<file path="config.mk">
export PLATFORM = sky130hd
export DESIGN_NAME = stopwatch_ctrl_flat
export DESIGN_NICKNAME = d
export VERILOG_FILES = /design/src/rtl/stopwatch_ctrl_if.sv /design/src/rtl/stopwatch_ctrl.sv /design/src/flat_wrapper.sv
export SDC_FILE = /design/constraint.sdc
export NUM_CORES = 1
export LEC_CHECK = 0
export ABC_AREA = 1
export BUFFER_PORTS_ARGS = -buffer_cell sky130_fd_sc_hd__buf_2
export CAP_MARGIN = 20
export CORE_ASPECT_RATIO = 1.75
export CORE_MARGIN = 2
export CORE_UTILIZATION = 25
export CTS_CLUSTER_DIAMETER = 60
export DETAILED_ROUTE_END_ITERATION = 7
export GPL_ROUTABILITY_DRIVEN = 0
export GPL_TIMING_DRIVEN = 0
export PLACE_DENSITY = 0.43
export SYNTH_ARGS = -nofsm -noshare
export SYNTH_HDL_FRONTEND = slang
export SYNTH_SLANG_ARGS = --single-unit
</file>
<file path="constraint.sdc">
create_clock -name ck -period 1.5 [get_ports ck]
set_input_delay 0.375 -clock ck [delete_from_list [all_inputs] [get_ports ck]]
set_output_delay 0.375 -clock ck [all_outputs]
set_load 0.01 [all_outputs]
</file>
<file path="src/rtl/stopwatch_ctrl_if.sv">
// Stopwatch controller bundle: the three button levels and counter readback
// from the system side, plus the pulses, display value and state code the
// controller returns.
interface stopwatch_ctrl_if;
    logic       start;
    logic       stop;
    logic       lap;
    logic [3:0] cnt_q;
    logic       cnt_en;
    logic       cnt_clr;
    logic [3:0] disp;
    logic [1:0] state;

    // System side: presses buttons, supplies the counter value, observes outputs.
    modport master (
        output start, stop, lap, cnt_q,
        input  cnt_en, cnt_clr, disp, state
    );

    // Controller side.
    modport slave (
        input  start, stop, lap, cnt_q,
        output cnt_en, cnt_clr, disp, state
    );
endinterface

</file>
<file path="src/rtl/stopwatch_ctrl.sv">
// Stopwatch controller: edge-detects three button levels, runs an
// IDLE/RUN/PAUSE/LAP state machine and a DIV-cycle prescaler that issues
// one-cycle count-enable pulses to an external counter datapath. A lap
// snapshot of the counter is frozen onto the display while in LAP.
module stopwatch_ctrl #(
    parameter int unsigned DIV = 10
) (
    input  logic             ck,
    input  logic             res,
    stopwatch_ctrl_if.slave  bus
);

    typedef enum logic [1:0] {
        ST_IDLE  = 2'd0,
        ST_RUN   = 2'd1,
        ST_PAUSE = 2'd2,
        ST_LAP   = 2'd3
    } state_t;

    localparam logic [15:0] PRESC_LAST = 16'(DIV - 32'd1);

    // Button history and registered rising-edge events.
    logic        start_prev_r;
    logic        stop_prev_r;
    logic        lap_prev_r;
    logic        start_ev_r;
    logic        stop_ev_r;
    logic        lap_ev_r;

    // Controller state.
    state_t      state_r;
    logic [15:0] presc_r;
    logic [3:0]  lap_r;
    logic        cnt_en_r;
    logic        cnt_clr_r;

    // Combinational decisions for the next edge.
    state_t      state_nxt_s;
    logic        load_lap_s;
    logic        clr_s;
    logic        presc_clear_s;
    logic        counting_s;
    logic        presc_last_s;
    logic [15:0] presc_nxt_s;
    logic        tick_s;

    // Edge detection: history resets high so a button held through reset
    // release is not mistaken for a fresh press.
    always_ff @(posedge ck or negedge res) begin
        if (!res) begin
            start_prev_r <= 1'b1;
            stop_prev_r  <= 1'b1;
            lap_prev_r   <= 1'b1;
            start_ev_r   <= 1'b0;
            stop_ev_r    <= 1'b0;
            lap_ev_r     <= 1'b0;
        end else begin
            start_ev_r   <= bus.start & ~start_prev_r;
            stop_ev_r    <= bus.stop  & ~stop_prev_r;
            lap_ev_r     <= bus.lap   & ~lap_prev_r;
            start_prev_r <= bus.start;
            stop_prev_r  <= bus.stop;
            lap_prev_r   <= bus.lap;
        end
    end

    // Next-state selection; within each state stop outranks start outranks
    // lap, and events with no meaning in the current state are dropped.
    always_comb begin
        state_nxt_s   = state_r;
        load_lap_s    = 1'b0;
        clr_s         = 1'b0;
        presc_clear_s = 1'b0;
        case (state_r)
            ST_IDLE: begin
                if (start_ev_r) begin
                    state_nxt_s   = ST_RUN;
                    presc_clear_s = 1'b1;
                end else begin
                    state_nxt_s   = ST_IDLE;
                end
            end
            ST_RUN: begin
                if (stop_ev_r) begin
                    state_nxt_s = ST_PAUSE;
                end else if (lap_ev_r) begin
                    state_nxt_s = ST_LAP;
                    load_lap_s  = 1'b1;
                end else begin
                    state_nxt_s = ST_RUN;
                end
            end
            ST_LAP: begin
                if (stop_ev_r) begin
                    state_nxt_s = ST_PAUSE;
                end else if (lap_ev_r) begin
                    state_nxt_s = ST_RUN;
                end else begin
                    state_nxt_s = ST_LAP;
                end
            end
            ST_PAUSE: begin
                if (start_ev_r) begin
                    state_nxt_s   = ST_RUN;
                end else if (lap_ev_r) begin
                    state_nxt_s   = ST_IDLE;
                    clr_s         = 1'b1;
                    presc_clear_s = 1'b1;
                end else begin
                    state_nxt_s   = ST_PAUSE;
                end
            end
            default: begin
                state_nxt_s = ST_IDLE;
            end
        endcase
    end

    assign counting_s   = (state_r == ST_RUN) || (state_r == ST_LAP);
    assign presc_last_s = (presc_r >= PRESC_LAST);

    // Prescaler: advances while counting and wraps with a tick at DIV-1. On
    // the edge that pauses it, the value is frozen so a resume picks up the
    // residue; a tick due on that same edge is still issued and consumed.
    always_comb begin
        presc_nxt_s = presc_r;
        tick_s      = 1'b0;
        if (presc_clear_s) begin
            presc_nxt_s = 16'd0;
        end else if (counting_s) begin
            if (presc_last_s) begin
                presc_nxt_s = 16'd0;
                tick_s      = 1'b1;
            end else if (state_nxt_s == ST_PAUSE) begin
                presc_nxt_s = presc_r;
            end else begin
                presc_nxt_s = presc_r + 16'd1;
            end
        end else begin
            presc_nxt_s = presc_r;
        end
    end

    // State, prescaler, lap snapshot and registered output pulses.
    always_ff @(posedge ck or negedge res) begin
        if (!res) begin
            state_r   <= ST_IDLE;
            presc_r   <= 16'd0;
            lap_r     <= 4'd0;
            cnt_en_r  <= 1'b0;
            cnt_clr_r <= 1'b0;
        end else begin
            state_r   <= state_nxt_s;
            presc_r   <= presc_nxt_s;
            cnt_en_r  <= tick_s;
            cnt_clr_r <= clr_s;
            if (load_lap_s) begin
                lap_r <= bus.cnt_q;
            end else begin
                lap_r <= lap_r;
            end
        end
    end

    assign bus.cnt_en  = cnt_en_r;
    assign bus.cnt_clr = cnt_clr_r;
    assign bus.state   = state_r;
    assign bus.disp    = (state_r == ST_LAP) ? lap_r : bus.cnt_q;

endmodule

</file>
<file path="src/flat_wrapper.sv">
// flat-port wrapper written by rule: the top's interface ports become plain ports
module stopwatch_ctrl_flat 
#(
    parameter int unsigned DIV = 10
)
  (ck, res, bus_start, bus_stop, bus_lap, bus_cnt_q, bus_cnt_en, bus_cnt_clr, bus_disp, bus_state);
  stopwatch_ctrl_if bus_i ();
  input  logic ck;
  input  logic res;
  input wire logic [$bits(bus_i.start)-1:0] bus_start;
  input wire logic [$bits(bus_i.stop)-1:0] bus_stop;
  input wire logic [$bits(bus_i.lap)-1:0] bus_lap;
  input wire logic [$bits(bus_i.cnt_q)-1:0] bus_cnt_q;
  output wire logic [$bits(bus_i.cnt_en)-1:0] bus_cnt_en;
  output wire logic [$bits(bus_i.cnt_clr)-1:0] bus_cnt_clr;
  output wire logic [$bits(bus_i.disp)-1:0] bus_disp;
  output wire logic [$bits(bus_i.state)-1:0] bus_state;
  assign bus_i.start = bus_start;
  assign bus_i.stop = bus_stop;
  assign bus_i.lap = bus_lap;
  assign bus_i.cnt_q = bus_cnt_q;
  assign bus_cnt_en = bus_i.cnt_en;
  assign bus_cnt_clr = bus_i.cnt_clr;
  assign bus_disp = bus_i.disp;
  assign bus_state = bus_i.state;
  stopwatch_ctrl #(.DIV(DIV)) u_core (.ck(ck), .res(res), .bus(bus_i));
endmodule
</file>
==> summary.md, run 1 <==
| Metric | Value |
|---|---|
| Outcome | complete, but fails checks |
| Failing checks | setup timing |
| Fin nets | 214 |
| Synth top area share | 48.6% |
| Syn_area_per_cell | 8.59 um2 |
| TritonCTS Buffers | 5 |
| CTS Sinks | 30 |
| Sequential area share after synthesis | 54.2% |
| # rows | 36 |
| Pint | 2.08 mW |
| Setup Viol. Count Final | 13 |
| Final Slew Violations | 0 |
| Kind of critical path | reg2reg |
| Critical Path Slowest Stage Cell | dfrtp_2 |
| Layout fillers | 568 |
| Ant. Diodes | 0 |
| WP data arrival | 1.75 ns |
| Dpl hpwl | 1760 um |
| Worst Max-Slew Pin Slew | 0.675 ns |
| Routed vias/inst | 3.84 |
| CP required | 1.68 ns |
| Final total power | 3.14 mW |
| Latest clock arrival within the worst-skew pair | 0.28 ns |
| Core Box Area | 0.00545 mm2 |
| Area Growth Syn to Fin | 41.9% |
| Initial Utilization | 25.5% |
| Routed vias | 1070 |
| Via count of the first global-routing pass | 1049 |
| Peak VDD IR | 0.376 mV |
| H-tree levels | 2 |
| Die height | 103 um |
| Clock Pin Slew Worst Setup and Hold Paths | 0.06 ns |
| Reg area | 758 um2 |
| Worst path cell trace | buf_12 > nor2_4 > nand2_4 > o21ai_4 > nor2_4 > nor2_4 > buf_12 > buf_16 > nor2_2 |
| Terminus of the critical flop-to-flop path | u_core.presc_r[9] |
| Synth unique cells | 18 |
| Die area | 0.00620 mm2 |
| Grt ovf | 0 |
| Tot GR Track Use | 10.2% |
| Root buf cell | clkbuf_8 |
| I/O pin count | 17 |
| Area contributors post-synth | dfrtp_1 (49%), nand2_1 (10%), inv_1 (9.2%) |
| Most common cell after layout, fill and taps aside | inv_1 |
| Power Density | 1590 mW/mm2 |
| Worst Path Max Fanout | 5 |
| Most used cell, CP | nor2_4 |
| Synthesized flop and latch total | 30 |
| CTS tree | built |
| Static Leak | 1.01 nW |
| Comb pwr share | 41.3% |
| Crit path capture type | flip-flop |
| Clock Path Buffers | 2 |
| Die width | 60.4 um |
| Routed WL per cell | 9.65 um |
| Switching component of the power | 1.06 mW |
| Most frequent cells in the layout | inv_1 (31), nand2_1 (27), dfrtp_1 (24), buf_2 (16), nor2_1 (15) |
| Tcrit/Tclk final | 105% |
| Sw Share | 33.7% |
| Final Critical Period | 1.58 ns |
| Reg2Reg Launch Point | u_core.bus.state[0] |
| Worst hold margin | 0.127 ns |
| Fin util | 36.2% |
| Gate Count Post-Synth | 162 |
| DRC | 0 |
| First-pass GRT wire length | 4680 um |
| CP top delay family | simple AND/OR/NAND/NOR gates |
| Slew HR | 55.0% |
| Area occupied by multi-input gates | 592 um2 |
| Post-route ant nets | 0 |
| Worst Reg-to-Reg Cells | 9 |
| DRT iter0 DRCs | 31 |
| Fin Clk Skew | 0.00267 ns |
| Max-cap violations | 0 |
| PortBufs | 16 |
| R2r setup slk | -0.08 ns |
| Final WL | 2690 um |
| Clock power frac | 25.4% |
| Post-Syn Area | 0.00139 mm2 |
| Fraction of layout cells with a size suffix above 1 | 43.8% |
| Fmax | 635 MHz |
| Largest net degree at the start of global routing | 31 |
| Synth Warn # | 0 |
| Antenna violations before repair | 0 |
| Hold Path Class | in2async |
| Detailed Routing Iterations Pass 1 | 3 |
| Share of power burned in registers | 33.3% |
| Final setup margin | -0.0760 ns |
| Setup crit start kind | flip-flop |
| Syn Nets | 174 |
| Final hold violations | 0 |
| CP max stage delay | 0.44 ns |
| Buf/Inv on CP | 3 |
| RSZ-0062 raised after global routing | true |
| Synth area leader | dfrtp_1 |
-- through the flow --
stage	std cells	cell area, um2	setup WS, ns	setup TNS (ns)
after floorplan	162	1390	0.00930	0
after global placement	254	1570	-0.255	-3.24
after detailed placement	254	1570	-0.241	-3.03
after CTS	276	1890	-0.0768	-0.502
after global routing	279	1970	-0.144	-2.23
final	279	1970	-0.0760	-0.894
-- repair_timing --
action,4_1_cts,5_1_grt
resized for setup,22,20
buffers inserted,13,3
setup endpoints to repair,20,20
hold buffers,0,0
gates cloned,2,0
pin swaps,10,13
-- layer usage --
layer | up-vias | share of wire [%] | global-route usage, %
li1 | 556 | - | -
met1 | 494 | 39 | 10.5
met2 | 13 | 55 | 18.2
met3 | 7 | 2.0 | 1.88
met4 | 0 | 3.2 | 6.15
met5 | - | 0 | 0
-- synthesized netlist by cell type --
cell and count:
inv_1 34, nand3_2 1, inv_2 1, nor3_1 4, ha_1 3, nand3_1 5
dfrtp_1 27, nor2_1 19, nand2_2 2, nor2_4 2, nor2_2 11, nand2_1 37
xor2_1 1, o21ai_0 9, xnor2_1 1, buf_12 1, o21ai_4 1, dfstp_2 3
-- worst max-delay path by stage --
stage	startpoint	to	cells after the start
6_report	u_core.bus.state[0]	u_core.presc_r[9]	9
3_3_place_gp	u_core.presc_r[0]	u_core.presc_r[13]	9
5_1_grt	u_core.bus.state[0]	u_core.presc_r[13]	9
4_1_cts	u_core.bus.state[0]	bus_disp[0]	4
2_1_floorplan	u_core.presc_r[0]	u_core.presc_r[13]	9
3_5_place_dp	u_core.presc_r[0]	u_core.presc_r[7]	9
-- registers in the layout, indices dropped and copies added, names as in the netlist --
signal	flops
u_core.presc_r	16
u_core.lap_r	4
u_core.bus.state	2
u_core.bus.cnt_clr	1
u_core.bus.cnt_en	1
u_core.lap_ev_r	1
u_core.lap_prev_r	1
u_core.start_ev_r	1
u_core.start_prev_r	1
u_core.stop_ev_r	1
u_core.stop_prev_r	1
-- final cells by class --
cell class | instances | area share (%)
well taps | 76 | 4.82
plain buffers | 1 | 1.01
flip-flops and latches | 30 | 38.4
inverters | 35 | 6.65
clock inverters | 3 | 2.03
multi-input cells | 96 | 30.0
repair buffers | 32 | 13.2
clock buffers | 5 | 3.49
repair inverters | 1 | 0.380
-- kinds of logic (layout without fill, tap and decap cells) --
| kind of cell | count (synthesis) | count (layout) | share of synthesized area, % |
|---|---|---|---|
| AOI/OAI and AO/OA | 10 | 10 | 4.41 |
| xor gates and xnor gates | 2 | 2 | 1.26 |
| adders and majority gates | 3 | 3 | 2.70 |
| buffers and inverters | 36 | 77 | 10.9 |
| DFF | 30 | 30 | 54.2 |
| and+or+nand+nor | 81 | 81 | 26.5 |
-- power by group through the flow --
stage               Combinational (mW)  Sequential, mW  Clock, mW
finish                            1.30            1.05      0.797
global route                      1.45            1.06      0.859
CTS                               1.18            1.04      0.825
detailed placement               0.749            1.08          0
global placement                 0.751            1.08          0
floorplan                        0.550            1.07          0
-- worst reg2reg max path, stage by stage, from the launching register on --
cell and delay, ns:
dfrtp_2 0.44, buf_12 0.14, nor2_4 0.16, nand2_4 0.07
o21ai_4 0.16, nor2_4 0.06, nor2_4 0.17, buf_12 0.14
buf_16 0.11, nor2_2 0.03
Power figures use the tool's default switching activity.
==> run 2, diff against run 1 <==
--- a/config.mk
+++ b/config.mk
@@ -16,6 +16,7 @@
 export GPL_ROUTABILITY_DRIVEN = 0
 export GPL_TIMING_DRIVEN = 0
 export PLACE_DENSITY = 0.43
+export SKIP_CTS_REPAIR_TIMING = 1
 export SYNTH_ARGS = -nofsm -noshare
 export SYNTH_HDL_FRONTEND = slang
 export SYNTH_SLANG_ARGS = --single-unit
==> summary.md, run 2 (synthesized netlist as in run 1, its figures left out) <==
| Metric | Value |
|---|---|
| Routed vias | 1071 |
| Most common cell after layout, fill and taps aside | inv_1 |
| Routed WL per cell | 9.66 um |
| Via count of the first global-routing pass | 979 |
| Peak VDD IR | 0.382 mV |
| M3 GR Usage | 1.88% |
| Sw Share | 34.4% |
| H-tree levels | 2 |
| RSZ-0062 raised after global routing | true |
| WP data arrival | 1.25 ns |
| Grt ovf | 0 |
| Root buf cell | clkbuf_8 |
| Clock Path Buffers | 2 |
| CTS Sinks | 30 |
| Worst Path Max Fanout | 7 |
| PortBufs | 16 |
| Clock Pin Slew Worst Setup and Hold Paths | 0.07 ns |
| Worst hold margin | 0.126 ns |
| Post-route ant nets | 0 |
| M1 GR Usage | 9.75% |
| Fraction of layout cells with a size suffix above 1 | 44.1% |
| Pint | 2.07 mW |
| CTS tree | built |
| Dpl hpwl | 1760 um |
| Antenna violations before repair | 0 |
| Routed vias/inst | 3.85 |
| Fmax | 616 MHz |
| GRT Max-Usage Layer | met2 |
| Die width | 60.4 um |
| Met2 Usage GRT | 16.0% |
| Outcome | complete, but fails checks |
| Max-cap violations | 0 |
| Kind of critical path | reg2out |
| Most frequent cells in the layout | inv_1 (30), nand2_1 (25), dfrtp_1 (24), nor2_1 (17), buf_2 (16) |
| Comb pwr share | 40.3% |
| Detailed Routing Iterations Pass 1 | 2 |
| Setup Viol. Count Final | 16 |
| Final hold violations | 0 |
| Design area | 0.00195 mm2 |
| Max reg flops | 16 |
| Die height | 103 um |
| Final setup margin | -0.122 ns |
| Die area | 0.00620 mm2 |
| # rows | 36 |
| DRT iter0 DRCs | 43 |
| Hold Path Class | in2async |
| Power Density | 1620 mW/mm2 |
| Tot GR Track Use | 9.24% |
| I/O pin count | 17 |
| Slew HR | 55.0% |
| Setup crit start kind | flip-flop |
| Biggest register | u_core.presc_r |
| CP required | 1.12 ns |
| Final Critical Period | 1.62 ns |
| Fin Clk Skew | 0.00364 ns |
| Reg2Reg Launch Point | u_core.presc_r[0] |
| TritonCTS Buffers | 5 |
| Share of power burned in registers | 34.3% |
| Largest net degree at the start of global routing | 31 |
| Fin nets | 213 |
| Latest clock arrival within the worst-skew pair | 0.28 ns |
| Initial Utilization | 25.5% |
| Final Slew Violations | 0 |
| Worst Max-Slew Pin Slew | 0.675 ns |
| Failing checks | setup timing |
| Tcrit/Tclk final | 108% |
| Clock power frac | 25.3% |
| First-pass GRT wire length | 4240 um |
| Static Leak | 0.994 nW |
| Area after DPL | 0.00157 mm2 |
| Ant. Diodes | 0 |
| Switching component of the power | 1.08 mW |
| Final WL | 2690 um |
| Crit path capture type | output pin |
| CP startpoint | u_core.bus.state[0] |
| Area Growth Syn to Fin | 40.3% |
| Core Box Area | 0.00545 mm2 |
| DRC | 0 |
## run 2: cell count changes in the layout (fill, tap and decap cells not counted), sizes merged
cell,delta
clkbuf,+1
buf,-2
## run 2: critical path: stages (launching register included)
cell and delay (ns):
dfrtp_2 0.48, nand2_4 0.11, clkinvlp_4 0.11, o21ai_1 0.13, buf_2 0.14
## run 2: power groups by stage
stage / clock network [mW] / registers, mW / logic, mW
finish: 0.800 / 1.08 / 1.27
global route: 0.860 / 1.10 / 1.41
CTS: 0.825 / 1.07 / 0.754
detailed placement: 0 / 1.08 / 0.749
global placement: 0 / 1.08 / 0.751
floorplan: 0 / 1.07 / 0.550
## run 2: per-layer routing
metal / wire length (um) / vias up / share of wire, %
met5: 0 / - / 0
met4: 86 / 0 / 3.2
met3: 57 / 7 / 2.1
met2: 1460 / 13 / 55
met1: 1080 / 498 / 40
li1: - / 553 / -
## run 2: final cells by class
| cell class | instances | area (um2) |
|---|---|---|
| Clock buffer | 5 | 68.8 |
| Buffer | 1 | 20.0 |
| Tap cell | 76 | 95.1 |
| Clock inverter | 3 | 40.0 |
| Fill cell | 588 | 3500 |
| Timing Repair inverter | 1 | 7.51 |
| Multi-Input combinational cell | 96 | 606 |
| Sequential cell | 30 | 758 |
| Inverter | 35 | 131 |
| Timing Repair Buffer | 31 | 225 |
## run 2: final timing paths
path	end	depth (start not counted)	slack [ns]
min reg2reg	u_core.start_ev_r	1	0.48
min	u_core.bus.cnt_clr	1	0.13
max in group asynchronous	u_core.presc_r[0]	1	0.90
min in group ck	u_core.lap_prev_r	1	0.20
max	bus_disp[0]	4	-0.12
max reg2reg	u_core.presc_r[9]	10	-0.07
## run 2: stage by stage
stage	util, %	instances	power, mW	setup TNS, ns	setup WS [ns]
finish	35.8	278	3.16	-1.01	-0.122
global route	35.8	278	3.38	-2.47	-0.194
CTS	30.7	262	2.65	-3.99	-0.264
detailed placement	28.7	254	1.83	-3.03	-0.241
global placement	28.7	254	1.83	-3.24	-0.255
floorplan	-	162	1.62	0	0.00930
==> run 3, diff against run 2 <==
==> constraint.sdc (replaced) <==
create_clock -name ck -period 1.5 [get_ports ck]
set_input_delay 0.375 -clock ck [delete_from_list [all_inputs] [get_ports ck]]
set_output_delay 0.375 -clock ck [all_outputs]
set_load 0.005 [all_outputs]
==> summary.md, run 3 (synthesized netlist as in run 1, its figures left out) <==
| Metric | Value |
|---|---|
| Detailed Routing Iterations Pass 1 | 2 |
| Area after DPL | 0.00157 mm2 |
| Biggest register | u_core.presc_r |
| Fmax | 643 MHz |
| Power Density | 1590 mW/mm2 |
| Most common cell after layout, fill and taps aside | nand2_1 |
| Final setup margin | -0.0554 ns |
| Fraction of layout cells with a size suffix above 1 | 38.7% |
| CTS Sinks | 30 |
| GRT Max-Usage Layer | met2 |
| Ant. Diodes | 0 |
| H-tree levels | 2 |
| I/O pin count | 17 |
| Tot GR Track Use | 9.24% |
| Final WL | 2600 um |
| Met2 Usage GRT | 16.0% |
| Final hold violations | 0 |
| CTS tree | built |
| Die area | 0.00620 mm2 |
| Fin nets | 210 |
| Fin Clk Skew | 0.00333 ns |
| Initial Utilization | 25.5% |
| Max-cap violations | 0 |
| Clock Path Buffers | 2 |
| Sw Share | 32.8% |
| Tcrit/Tclk final | 104% |
| Static Leak | 0.971 nW |
| # rows | 36 |
| Routed vias/inst | 3.80 |
| Share of power burned in registers | 35.4% |
| Setup crit start kind | flip-flop |
| Clock Pin Slew Worst Setup and Hold Paths | 0.07 ns |
| Comb pwr share | 38.4% |
| Latest clock arrival within the worst-skew pair | 0.28 ns |
| Via count of the first global-routing pass | 979 |
| Failing checks | setup timing |
| Root buf cell | clkbuf_8 |
| Core Box Area | 0.00545 mm2 |
| Setup Viol. Count Final | 16 |
| Hold Path Class | in2async |
| Routed vias | 1046 |
| Outcome | complete, but fails checks |
| DRC | 0 |
| Design area | 0.00191 mm2 |
| Worst Max-Slew Pin Slew | 0.678 ns |
| M1 GR Usage | 9.75% |
| R2r setup slk | -0.06 ns |
| Slew HR | 54.8% |
| Pint | 2.04 mW |
| First-pass GRT wire length | 4240 um |
| WP data arrival | 1.77 ns |
| Peak VDD IR | 0.378 mV |
| Final Slew Violations | 0 |
| Dpl hpwl | 1760 um |
| TritonCTS Buffers | 5 |
| Crit path capture type | flip-flop |
| Antenna violations before repair | 0 |
| Kind of critical path | reg2reg |
| M3 GR Usage | 1.88% |
| RSZ-0062 raised after global routing | true |
| Worst hold margin | 0.127 ns |
| Post-route ant nets | 0 |
| Final Critical Period | 1.56 ns |
| Switching component of the power | 0.997 mW |
| PortBufs | 16 |
| Die width | 60.4 um |
| Die height | 103 um |
| Worst Path Max Fanout | 5 |
| Max reg flops | 16 |
| Grt ovf | 0 |
| Routed WL per cell | 9.44 um |
| Layout fillers | 582 |
| Non-Filler Instances | 275 |
| Clock power frac | 26.2% |
| CP required | 1.72 ns |
| Largest net degree at the start of global routing | 31 |
| DRT iter0 DRCs | 44 |
| Placed cell count | 254 |
| Area Growth Syn to Fin | 37.1% |
| Most frequent cells in the layout | nand2_1 (33), inv_1 (30), dfrtp_1 (24), nor2_1 (17), buf_2 (16) |
==> run 3: cell types whose count changed in the layout (fill, tap and decap cells not counted), sizes merged <==
cell      delta
buf          -2
clkinvlp     -1
==> run 3: routing by layer <==
metal | up-vias | share of wire (%)
li1 | 546 | -
met1 | 480 | 40
met2 | 13 | 54
met3 | 7 | 2.2
met4 | 0 | 3.3
met5 | - | 0
==> run 3: path summary, 6_finish.rpt <==
kind                                       to  cells past startpoint           startpoint
min in group ck             u_core.lap_prev_r                      1              bus_lap
max in group asynchronous   u_core.presc_r[0]                      1                  res
hold reg to reg             u_core.start_ev_r                      1  u_core.start_prev_r
setup / recovery            u_core.presc_r[9]                     10    u_core.presc_r[0]
setup reg to reg            u_core.presc_r[9]                     10    u_core.presc_r[0]
hold / removal             u_core.bus.cnt_clr                      1                  res
==> run 3: metrics by stage <==
stage	total power, mW	utilization [%]	TNS [ns]	worst slack [ns]
2_1_floorplan	1.59	-	0	0.00928
3_3_place_gp	1.81	28.7	-3.24	-0.255
3_5_place_dp	1.80	28.7	-3.03	-0.241
4_1_cts	2.62	30.7	-3.92	-0.264
5_1_grt	3.26	35.0	-2.18	-0.132
6_report	3.04	35.0	-0.559	-0.0554
==> run 3: area by class of cell <==
| class | count | area (um2) | area share (%) |
|---|---|---|---|
| repair buffers | 29 | 223 | 11.7 |
| clock inverters | 3 | 40.0 | 2.10 |
| flip-flops and latches | 30 | 758 | 39.7 |
| inverters | 35 | 134 | 7.02 |
| multi-input cells | 96 | 569 | 29.8 |
| well taps | 76 | 95.1 | 4.98 |
| plain buffers | 1 | 20.0 | 1.05 |
| clock buffers | 5 | 68.8 | 3.61 |
==> run 3: power by group through the flow <==
stage / clock (mW) / combinational [mW] / sequential (mW)
2_1_floorplan: 0 / 0.535 / 1.06
3_3_place_gp: 0 / 0.724 / 1.08
3_5_place_dp: 0 / 0.721 / 1.08
4_1_cts: 0.825 / 0.727 / 1.07
5_1_grt: 0.860 / 1.31 / 1.10
6_report: 0.797 / 1.17 / 1.08
==> run 3: critical path: stages (launching register included) <==
cell       delay [ns]
dfrtp_2          0.44
inv_2            0.08
ha_4             0.13
nand3_2          0.08
nand2_2          0.10
nand3_4          0.12
nor2_4           0.14
nor2_4           0.06
buf_12           0.13
clkbuf_16        0.15
nor2_2           0.07
